[src/rtl/multi_voice_sine_scheduler.sv]
// Time-multiplexes one shared sine lookup datapath across NV phase-accumulating voices and mixes them.
// Optional feature: define MVSS_OVERRUN_CNT_EN to add a saturating count of dropped generate_next pulses.
module multi_voice_sine_scheduler #(
    parameter int NV = 3
) (
    input  logic             clk,
    input  logic             reset,
    input  logic             generate_next,
    input  logic [NV*20-1:0] step_sizes,
    input  logic [NV-1:0]    voice_en,
    output logic             lookup_req,
    output logic [21:0]      lookup_phase,
    input  logic [15:0]      lookup_sample,
    input  logic             lookup_valid,
    output logic [15:0]      sample,
    output logic             sample_ready,
    output logic             busy
`ifdef MVSS_OVERRUN_CNT_EN
    ,
    output logic [7:0]       overrun_count
`endif
);

    typedef enum logic [1:0] {IDLE, ISSUE, WAIT, DONE} state_t;

    localparam logic [1:0] LAST_IDX = 2'(NV - 1);

    state_t             state_r;
    logic [1:0]         idx_r;
    logic signed [17:0] acc_r;
    logic [21:0]        phase_r [NV];

    logic [21:0]        cur_step_s;
    logic signed [17:0] acc_sum_s;

    function automatic logic [15:0] sat16(input logic signed [17:0] v);
        if (v > 18'sd32767) begin
            return 16'h7FFF;
        end else if (v < -18'sd32768) begin
            return 16'h8000;
        end else begin
            return v[15:0];
        end
    endfunction

    // Per-voice step and the accumulator including the sample being returned now.
    always_comb begin
        cur_step_s = {2'b00, step_sizes[idx_r*20 +: 20]};
        acc_sum_s  = acc_r + {{2{lookup_sample[15]}}, lookup_sample};
    end

    assign lookup_req   = (state_r == ISSUE) && voice_en[idx_r];
    assign lookup_phase = phase_r[idx_r];

    // Frame sequencer: issue / wait per voice, then publish the saturated mix.
    always_ff @(posedge clk or posedge reset) begin
        if (reset) begin
            state_r      <= IDLE;
            idx_r        <= 2'd0;
            acc_r        <= 18'sd0;
            sample       <= 16'd0;
            sample_ready <= 1'b0;
            busy         <= 1'b0;
            for (int i = 0; i < NV; i++) begin
                phase_r[i] <= 22'd0;
            end
        end else begin
            sample_ready <= 1'b0;
            case (state_r)
                IDLE: begin
                    if (generate_next) begin
                        acc_r   <= 18'sd0;
                        idx_r   <= 2'd0;
                        state_r <= ISSUE;
                        busy    <= 1'b1;
                    end else begin
                        state_r <= IDLE;
                    end
                end
                ISSUE: begin
                    if (voice_en[idx_r]) begin
                        state_r <= WAIT;
                    end else begin
                        phase_r[idx_r] <= 22'd0;
                        if (idx_r == LAST_IDX) begin
                            state_r      <= DONE;
                            sample_ready <= 1'b1;
                            sample       <= sat16(acc_r);
                        end else begin
                            idx_r <= idx_r + 2'd1;
                        end
                    end
                end
                WAIT: begin
                    if (lookup_valid) begin
                        acc_r          <= acc_sum_s;
                        phase_r[idx_r] <= phase_r[idx_r] + cur_step_s;
                        if (idx_r == LAST_IDX) begin
                            state_r      <= DONE;
                            sample_ready <= 1'b1;
                            sample       <= sat16(acc_sum_s);
                        end else begin
                            idx_r   <= idx_r + 2'd1;
                            state_r <= ISSUE;
                        end
                    end else begin
                        state_r <= WAIT;
                    end
                end
                DONE: begin
                    state_r <= IDLE;
                    busy    <= 1'b0;
                end
                default: begin
                    state_r <= IDLE;
                    busy    <= 1'b0;
                end
            endcase
        end
    end

`ifdef MVSS_OVERRUN_CNT_EN
    // Counts requests dropped because a frame was already in progress.
    always_ff @(posedge clk or posedge reset) begin
        if (reset) begin
            overrun_count <= 8'd0;
        end else if (generate_next && (state_r != IDLE) && (overrun_count != 8'hFF)) begin
            overrun_count <= overrun_count + 8'd1;
        end else begin
            overrun_count <= overrun_count;
        end
    end
`endif

endmodule

[config.mk]
export PLATFORM = sky130hd
export DESIGN_NAME = multi_voice_sine_scheduler
export DESIGN_NICKNAME = d
export VERILOG_FILES = /design/src/rtl/multi_voice_sine_scheduler.sv
export SDC_FILE = /design/constraint.sdc
export NUM_CORES = 1
export LEC_CHECK = 0
export CAP_MARGIN = 20
export CORE_UTILIZATION = 54
export CTS_BUF_LIST = sky130_fd_sc_hd__clkbuf_16
export CTS_CLUSTER_SIZE = 8
export DETAILED_ROUTE_END_ITERATION = 10
export PLACE_DENSITY = 0.86
export SKIP_LAST_GASP = 1
export SLEW_MARGIN = 5
export SYNTH_ARGS = -nofsm -noshare
export SYNTH_HDL_FRONTEND = slang
export SYNTH_SLANG_ARGS = --single-unit
[constraint.sdc]
create_clock -name clk -period 4.3 [get_ports clk]
set_input_delay 0.43 -clock clk [delete_from_list [all_inputs] [get_ports clk]]
set_output_delay 0.43 -clock clk [all_outputs]
set_load 0.02 [all_outputs]
After elaboration in Yosys (flattened, before gate mapping)
Index checks and enable logic that the tools add are counted.
- bits in registers: 106
- bitwise operators: 3
- reduce and logical (&&, ||, !) cells: 12
- equality and inequality tests: 10
- order comparisons: 7
- $add $sub $neg: 3
- multipliers: 1
- multiplexer cells: 40
- shifts and indexed selects: 1
- operators by type and width (kind ; number):
    66-bit 2-to-1 mux ; 2
    66-bit one-hot mux with 2 select lines ; 1
    16-bit 2-to-1 mux ; 8
    66-bit AND ; 1
    66-bit bitwise mux ; 1
    22-bit 2-to-1 mux ; 3
    66-bit NOT ; 1
    60-bit by 8-bit indexed part select with 20-bit output ; 1
    22-bit binary-select mux with 2-bit select ; 1
    22-bit demux with 2-bit select ; 1
    18-bit by 16-bit > comparator with 1-bit output, second input constant ; 2
    18-bit by 16-bit less-than comparator with 1-bit output, second input constant ; 2
    18-bit 2-to-1 mux ; 2
    18-bit one-hot mux with 2 select lines ; 1
    16-bit one-hot mux with 2 select lines ; 1
    22-bit by 20-bit adder with 22-bit output ; 1
    18-bit adder ; 1
    2-bit 2-to-1 mux ; 8
    2-bit inequality test, second input constant ; 4
    2-bit one-hot mux with 4 select lines ; 1
    2-bit == test, second input constant ; 3
    1-bit 2-to-1 mux ; 6
    2-bit one-hot mux with 3 select lines ; 1
    3-bit AND reduction ; 2
    18 further kinds ; 22

Longest topological paths before layout
Gate-level depths: netlist of the first run.
- depth in word-level cells: 9
- gate-level depth with buffers: 15
- depth with buffers taken out: 13

Least setup slack after synthesis of the first run
Ideal clock, no wire load.
- kind: reg-to-reg
- from: register idx_r[0]
- to: register phase_r[37] (netlist bit)
- clock period less this slack: 3736 ps
- setup slack: 564 ps
- arrival time: 3610 ps
- cell stages (with the launch flop): 14
- required time: 4174 ps
- buffers on the path: 2
- cell sequence: dfrtp_1 -> buf_2 -> buf_1 -> mux2i_1 -> o22ai_1 -> ha_1 -> or2_2 -> a21o_1 -> and3_1 -> and4_1 -> o21ai_0 -> a21boi_0 -> or2_2 -> a221o_1
- elaborated cells between the ends (all ways): 22
- RTL lines (what ; RTL line ; text):
    from (decl) ; 29 ; logic [1:0] idx_r;
    from (signal assigned) ; 90 ; idx_r <= idx_r + 2'd1;
    from (signal assigned) ; 103 ; idx_r <= idx_r + 2'd1;
    2-bit NOT with 3-bit output ; - ;
    22-bit binary-select mux with 2-bit select ; - ;
    22-bit 2-to-1 mux (2 in series) ; - ;
    net lookup_phase[11] ; 12 ; output logic [21:0] lookup_phase,
    22-bit by 20-bit adder with 22-bit output ; 97 ; phase_r[idx_r] <= phase_r[idx_r] + cur_step_s;
    66-bit bitwise mux ; 97 ;
    66-bit 2-to-1 mux ; 95 ; if (lookup_valid) begin
    66-bit one-hot mux with 2 select lines ; 69 ; case (state_r)
    to (signal, indexed assignment) ; 97 ;
    to (decl) ; 31 ; logic [21:0] phase_r [NV];
The timed path passes the listed nets, and every way through them passes these cells. The select of a mux whose other input is x is not followed.
A chain may end at the register's enable or synchronous reset.

Worst setup path in the final report of the first run
- from: register idx_r[0]
- to: register phase_r[65] (netlist bit)
- cells in the longest elaborated chain, start to end: 9
- elaborated cells between the ends (all ways): 22
- RTL lines (what):
    branches (longest 9 deep; another with 22-bit by 20-bit adder with 22-bit output)
Several ways; the timed one is not identified. The select of a mux whose other input is x is not followed.

==> results of run 1 <==
-- cells by family (layout without fill, tap and decap cells) --
kind of cell / Yosys count / count (layout) / synth area share
AOI/OAI and AO/OA: 297 / 297 / 0.263
xor gates and xnor gates: 24 / 24 / 0.0292
adders and majority gates: 46 / 46 / 0.0821
buffers and inverters: 62 / 176 / 0.0343
DFF: 106 / 106 / 0.369
muxes: 44 / 44 / 0.0612
and+or+nand+nor: 275 / 275 / 0.162
-- cell type report --
cell class | count | area, um2 | area share
inverter | 19 | 73.8 | 0.00825
multi-input combinational | 686 | 4300 | 0.481
sequential | 106 | 2660 | 0.297
timing repair buffer | 141 | 1400 | 0.157
clock inverter | 7 | 77.6 | 0.00867
tap | 172 | 215 | 0.0240
clock buffer | 9 | 225 | 0.0252
-- placed cells by master, fill, tap and decap left out, types with 6 or more instances in the layout --
cell                              synthesis  layout
sky130_fd_sc_hd__buf_4                    0      15
sky130_fd_sc_hd__and2_1                   6       6
sky130_fd_sc_hd__o22ai_1                 17      17
sky130_fd_sc_hd__mux2i_1                 44      44
sky130_fd_sc_hd__ha_1                    44      44
sky130_fd_sc_hd__a22o_1                  17      17
sky130_fd_sc_hd__a31oi_1                 12      12
sky130_fd_sc_hd__nand3_1                 15      15
sky130_fd_sc_hd__and3_1                   7       7
sky130_fd_sc_hd__a21o_1                  18      18
sky130_fd_sc_hd__dfrtp_1                106     104
sky130_fd_sc_hd__clkbuf_16                0       9
sky130_fd_sc_hd__a211oi_1                11      11
sky130_fd_sc_hd__clkdlybuf4s50_1          0     123
sky130_fd_sc_hd__xnor2_1                 16      16
sky130_fd_sc_hd__nand2_1                169     168
sky130_fd_sc_hd__inv_1                   19      18
sky130_fd_sc_hd__a21oi_1                 44      44
sky130_fd_sc_hd__nor2_1                  46      46
sky130_fd_sc_hd__o211ai_1                10      10
sky130_fd_sc_hd__o21ai_0                119     119
sky130_fd_sc_hd__xor2_1                   8       8
sky130_fd_sc_hd__o31ai_1                 12      12
-- worst max-delay path: stages, from the launching register on --
cell and delay [ns]:
sky130_fd_sc_hd__dfrtp_2 0.54, sky130_fd_sc_hd__nor2b_2 0.55, sky130_fd_sc_hd__nand2_1 0.10, sky130_fd_sc_hd__o21ai_0 0.18
sky130_fd_sc_hd__ha_1 0.33, sky130_fd_sc_hd__a211oi_1 0.27, sky130_fd_sc_hd__o21bai_1 0.11, sky130_fd_sc_hd__a21o_1 0.23
sky130_fd_sc_hd__and4_1 0.21, sky130_fd_sc_hd__o21ai_0 0.31, sky130_fd_sc_hd__nand2_1 0.26, sky130_fd_sc_hd__o211ai_1 0.30
sky130_fd_sc_hd__o211ai_1 0.14
-- state kept, by name, summed over array words and instances, names as in the netlist --
name / count
busy: 1
state_r: 2
sample: 16
phase_r: 66
sample_ready: 1
idx_r: 2
acc_r: 18
-- power groups by stage --
stage | sequential, mW | clock, mW | combinational [mW]
6_report | 1.64 | 0.852 | 4.10
2_1_floorplan | 1.66 | 0 | 2.81
3_5_place_dp | 1.66 | 0 | 4.01
5_1_grt | 1.68 | 0.896 | 4.48
4_1_cts | 1.64 | 0.857 | 4.05
3_3_place_gp | 1.64 | 0 | 3.94
-- stage by stage --
stage	util	cell area, um2	hold WS, ns	setup WS, ns
floorplan	-	7190	0.446	0.564
global placement	0.671	8600	0.459	0.728
detailed placement	0.672	8610	0.465	0.659
CTS	0.695	8920	0.482	0.662
global route	0.698	8950	0.371	0.323
finish	0.698	8950	0.344	0.636
-- layer usage --
metal | GRT usage | up-vias | routed length [um]
li1 | - | 3303 | -
met4 | 0.121 | 0 | 485
met3 | 0.0360 | 35 | 1200
met5 | 0 | - | 0
met2 | 0.475 | 238 | 9100
met1 | 0.378 | 3349 | 8580
-- final timing paths --
check | depth (start not counted) | endpoint | startpoint | slack, ns
max | 12 | phase_r[65]$_DFFE_PP0P_ | idx_r[0]$_DFFE_PP0P_ | 0.64
min | 2 | sample_ready$_DFF_PP0_ | reset | 0.34
max in group asynchronous | 4 | sample[1]$_DFFE_PP0P_ | reset | 2.98
min in group clk | 2 | phase_r[24]$_DFFE_PP0P_ | phase_r[24]$_DFFE_PP0P_ | 0.48
min reg2reg | 2 | phase_r[24]$_DFFE_PP0P_ | phase_r[24]$_DFFE_PP0P_ | 0.48
max reg2reg | 12 | phase_r[65]$_DFFE_PP0P_ | idx_r[0]$_DFFE_PP0P_ | 0.64
==> key figures, run 1 <==
Global routing
  • Maximum number of pins on one net before global-route repair: 85
  • Total Routing Usage GR: 0.287
  • Overall overflow remaining after global route: 0
  • Number of global-route vias before repair: 6639
  • Wire length of the first global-routing pass: 32000 um
  • Antenna violations before repair: 0

Synthesis
  • Number of flops mapped to enable cells by yosys: 0
  • Async set-or-reset flop fraction in the synthesized netlist: 1.00
  • Avg Cell Area, Syn: 8.42 um2
  • Number of warning messages in the yosys log: 0
  • FF+latch count, synth: 106
  • Synthesized area: 7190 um2
  • Distinct cell type count of the synthesized netlist: 57
  • Synthesized instance count: 854
  • Synthesized netlist net count: 983
  • Top FF cell, synth: sky130_fd_sc_hd__dfrtp_1
  • Share of Yosys cell area claimed by the top area cell type: 0.369
  • Proportion of synthesized chip area in sequential cells: 0.369
  • Top cell type by total area after synthesis: sky130_fd_sc_hd__dfrtp_1
  • Cell with the most instances after synthesis: sky130_fd_sc_hd__nand2_1
  • Top post-synthesis cells by count: sky130_fd_sc_hd__nand2_1 (169), sky130_fd_sc_hd__o21ai_0 (119), sky130_fd_sc_hd__dfrtp_1 (106), sky130_fd_sc_hd__nor2_1 (46)
  • Largest cells by area after synthesis: sky130_fd_sc_hd__dfrtp_1 (37%), sky130_fd_sc_hd__nand2_1 (8.8%), sky130_fd_sc_hd__o21ai_0 (8.3%), sky130_fd_sc_hd__ha_1 (7.7%), sky130_fd_sc_hd__mux2i_1 (6.1%)

Pwr
  • Standby leakage power: 3.95 nW
  • Switching Power: 3.13 mW
  • Combinational cell fraction of total power: 0.622
  • Maximum resistive drop on vdd: 0.400 mV
  • Pwr dens: 737 nW/um2
  • Total internal power: 3.47 mW
  • Net Sw Frac: 0.474
  • Design Power: 6.60 mW
  • Power share of the clock group: 0.129
  • Share of power burned in registers: 0.249

Clock tree
  • H-tree Lvls: 3
  • Clock tree from TritonCTS: yes
  • CTS buffer count: 9
  • Post-CTS Setup Repair Bufs: 0
  • Clock-pin slew on the worst setup and hold paths: 0.08 ns
  • Clock root buffer master: sky130_fd_sc_hd__clkbuf_16
  • Post-CTS resize count: 0
  • Number of sinks driven by the clock tree: 106
  • Cts-stage hold buffer count: 0
  • Maximum buffer depth of the clock tree: 2
  • Insertion delay of the later-clocked pin in the worst-skew pair: 0.36 ns

Final layout
  • Number of diodes added for antenna fixing: 0
  • # fillers: 1015
  • Non-filler instance count after layout: 1140
  • Final #Nets: 1092
  • Synth-to-Final Area Change: 24.5%
  • Share of post-route cells with drive strength above 1: 0.0527

Drt
  • Vias after detailed routing: 6925
  • Per-cell via count in the routed design: 6.07
  • Violation count after the first detailed-route iteration: 480
  • Final routed DRC violation total: 0
  • Post-route ant nets: 0
  • TritonRoute pass-1 iters: 5
  • Average wire length per cell after detail routing: 17.0 um
  • Final WL: 19400 um

Worst setup path
  • Worst setup path category: reg -> reg
  • Startpoint class of the critical path: flip-flop
  • CP Capture Type: flip-flop
  • Max Fanout on Critical Path: 14
  • Arrival time at the worst endpoint: 3.90 ns
  • CP required: 4.53 ns

Timing
  • Relative slew slack: 0.362
  • Share of the cycle needed by the critical path after routing: 0.852
  • Final setup violating endpoints: 0
  • Max frequency: 0.273 GHz
  • Hold Vio Cnt, Final: 0
  • Setup repair after global routing missed its margin: no
  • Maximum clock skew at final layout: 0.00787 ns
  • Final critical-path required period: 3.66 ns
  • Max Slew Vio Count: 0
  • Worst Max-Slew Pin Slew: 0.957 ns
  • Fin Setup TNS: 0 ns

Run
  • # Max-Cap Violations: 0

Worst hold path
  • Hold Path Class: in -> async

Place
  • Number of instances in the placed design: 1122
  • Count of port buffers added during placement: 123
  • HPWL reported at the end of detailed placement: 13900 um
  • Gp weighted congestion: 0.929

Die
  • Die Area: 13800 um2
  • Number of placement rows: 41
  • Height of the die: 117 um
  • Floorplan die width: 117 um
  • IO Pins: 124
  • Initial cell density of the core: 0.561
  • Core area: 12800 um2

Status
  • Run status: complete, no violations
No activity file was read; power rests on OpenSTA's default activity.
==> run 2: changes to the inputs <==
--- a/config.mk
+++ b/config.mk
@@ -10,6 +10,7 @@
 export CTS_BUF_LIST = sky130_fd_sc_hd__clkbuf_16
 export CTS_CLUSTER_SIZE = 8
 export DETAILED_ROUTE_END_ITERATION = 10
+export GPL_TIMING_DRIVEN = 0
 export PLACE_DENSITY = 0.86
 export SKIP_LAST_GASP = 1
 export SLEW_MARGIN = 5
==> run 2 against run 1 <==
Clock-buffer cell count unchanged. Non-clock buffer count increased by 26. Final cell count rose by 2.3%. Sequential cell count unchanged. Cell area barely moved. Wire length increased by 9.0%. Sequential share of layout area about the same. Critical endpoint is now phase_r[40]$_DFFE_PP0P_. Highest routed layer unchanged.
==> key figures, run 2 (same netlist as run 1, synthesis figures left out) <==
Status
  • Run status: complete, no violations

Worst hold path
  • Hold EP: phase_r[52]$_DFFE_PP0P_
  • Hold Path Class: reg -> reg
  • Min-delay src: phase_r[52]$_DFFE_PP0P_
  • Number of cells on the worst hold path: 2

Pwr
  • Design Power: 6.66 mW
  • Standby leakage power: 3.96 nW
  • Share of power burned in registers: 0.243
  • Total internal power: 3.40 mW
  • Power share of the clock group: 0.115
  • Combinational cell fraction of total power: 0.642
  • Maximum resistive drop on vdd: 0.469 mV
  • Net Sw Frac: 0.489
  • Pwr dens: 745 nW/um2
  • Switching Power: 3.26 mW

Drt
  • Final WL: 21100 um
  • Vias after detailed routing: 7106
  • Final routed DRC violation total: 0
  • Violation count after the first detailed-route iteration: 592
  • Average wire length per cell after detail routing: 18.1 um
  • TritonRoute pass-1 iters: 5
  • Per-cell via count in the routed design: 6.09
  • Post-route ant nets: 0

Final layout
  • Commonest non-fill, non-tap cell in the layout: sky130_fd_sc_hd__nand2_1
  • Largest reg by FF count: phase_r
  • Synth-to-Final Area Change: 24.4%
  • Max reg flops: 66
  • Util after Layout: 0.698
  • Share of post-route cells with drive strength above 1: 0.0433
  • Non-filler instance count after layout: 1166
  • Largest registers: phase_r (66), acc_r (18), sample (16)
  • Final #Nets: 1118
  • # fillers: 1026
  • Most frequent cells in the layout: sky130_fd_sc_hd__nand2_1 (169), sky130_fd_sc_hd__clkdlybuf4s50_1 (123), sky130_fd_sc_hd__o21ai_0 (119)
  • Number of diodes added for antenna fixing: 0

Place
  • Count of port buffers added during placement: 123
  • Number of instances in the placed design: 1150
  • Gp weighted congestion: 0.947
  • Pre-CTS WS: -0.234 ns
  • HPWL reported at the end of detailed placement: 15900 um

Clock tree
  • Clock tree from TritonCTS: yes
  • H-tree Lvls: 3
  • Clock-pin slew on the worst setup and hold paths: 0.07 ns
  • Clock root buffer master: sky130_fd_sc_hd__clkbuf_16
  • Number of sinks driven by the clock tree: 106
  • CTS buffer count: 9
  • Insertion delay of the later-clocked pin in the worst-skew pair: 0.35 ns
  • Cts-stage hold buffer count: 0
  • Maximum buffer depth of the clock tree: 2

Worst setup path
  • Critical R2R Capture: phase_r[40]$_DFFE_PP0P_
  • Launch instance of the worst register-to-register path: idx_r[1]$_DFFE_PP0P_
  • Setup slack, reg-to-reg: 0.22 ns
  • Startpoint class of the critical path: flip-flop
  • Max Fanout on Critical Path: 10
  • Arrival time at the worst endpoint: 4.29 ns
  • Worst setup path category: reg -> reg
  • Reg2reg path depth: 14
  • CP required: 4.52 ns
  • CP Capture Type: flip-flop

Die
  • Number of placement rows: 41
  • Die Area: 13800 um2
  • Core area: 12800 um2
  • IO Pins: 124
  • Initial cell density of the core: 0.561
  • Height of the die: 117 um
  • Floorplan die width: 117 um

Timing
  • Max frequency: 0.245 GHz
  • Post-route worst setup slack: 0.222 ns
  • Maximum clock skew at final layout: 0.00953 ns
  • Relative slew slack: 0.404
  • Final setup violating endpoints: 0
  • Max Slew Vio Count: 0
  • Setup repair after global routing missed its margin: no
  • Final critical-path required period: 4.08 ns
  • Hold Vio Cnt, Final: 0
  • Worst Max-Slew Pin Slew: 0.888 ns
  • Fin Setup TNS: 0 ns
  • Share of the cycle needed by the critical path after routing: 0.948

Global routing
  • Overall overflow remaining after global route: 0
  • Maximum number of pins on one net before global-route repair: 66
  • Wire length of the first global-routing pass: 33600 um
  • Number of global-route vias before repair: 6736
  • Antenna violations before repair: 0
  • Total Routing Usage GR: 0.306

Run
  • # Max-Cap Violations: 0
run 2: cell types whose count changed in the layout (fill, tap and decap cells not counted), sizes merged:
cell      change
clkbuf       +35
buf           -9
inv           +1
clkinv        +4
clkinvlp      -4
bufinv        -1
run 2: how the worst max path moves through the flow:
stage	from	endpoint	slack (ns)	cells past startpoint
final	idx_r[1]$_DFFE_PP0P_	phase_r[40]$_DFFE_PP0P_	0.22	14
after global routing	idx_r[0]$_DFFE_PP0P_	phase_r[59]$_DFFE_PP0P_	0.0008	13
after CTS	idx_r[0]$_DFFE_PP0P_	phase_r[40]$_DFFE_PP0P_	0.05	13
after detailed placement	idx_r[1]$_DFFE_PP0P_	phase_r[40]$_DFFE_PP0P_	-0.23	14
after global placement	reset	phase_r[38]$_DFFE_PP0P_	-0.42	2
after floorplan	idx_r[0]$_DFFE_PP0P_	phase_r[37]$_DFFE_PP0P_	0.56	13
run 2: timing repair:
action	in CTS	in global routing
setup endpoints to repair	24	29
gates resized for setup	7	10
setup buffers	0	0
endpoints found under the hold margin	0	0
run 2: layer usage:
metal | routed length (um) | GRT usage
met1 | 8790 | 0.400
met4 | 686 | 0.140
met2 | 9830 | 0.501
met5 | 0 | 0
met3 | 1820 | 0.0467
run 2: metrics by stage:
step	hold WS, ns	area (um2)
after floorplan	0.446	7190
after global placement	0.459	8640
after detailed placement	0.466	8660
after CTS	0.481	8940
after global routing	0.493	8950
final	0.483	8950
run 2: layout make-up:
class                      count  area (um2)  share of cell area
inverter                      19        73.8             0.00825
tap                          172         215              0.0241
buffer                        43         190              0.0213
multi-input combinational    686        4290               0.480
timing repair buffer         124        1250               0.140
clock buffer                   9         225              0.0252
sequential                   106        2650               0.297
clock inverter                 7        43.8             0.00490
run 2: worst max-delay path, stage by stage (launching register included):
cell and delay (ns):
sky130_fd_sc_hd__dfrtp_1 0.35, sky130_fd_sc_hd__clkbuf_2 0.28, sky130_fd_sc_hd__clkbuf_2 0.28, sky130_fd_sc_hd__clkbuf_2 0.31
sky130_fd_sc_hd__o22ai_1 0.17, sky130_fd_sc_hd__ha_1 0.31, sky130_fd_sc_hd__fa_1 0.44, sky130_fd_sc_hd__a211oi_1 0.37
sky130_fd_sc_hd__o211ai_1 0.22, sky130_fd_sc_hd__a41oi_1 0.33, sky130_fd_sc_hd__nor4_1 0.12, sky130_fd_sc_hd__o21bai_1 0.21
sky130_fd_sc_hd__nand2_1 0.09, sky130_fd_sc_hd__xnor2_1 0.35, sky130_fd_sc_hd__o31ai_1 0.11
run 2: power groups by stage:
stage               sequential (mW)  clock, mW  combinational [mW]
floorplan                      1.66          0                2.81
global placement               1.61          0                4.07
detailed placement             1.63          0                4.17
CTS                            1.61      0.763                4.21
global route                   1.65      0.801                4.65
finish                         1.62      0.766                4.28
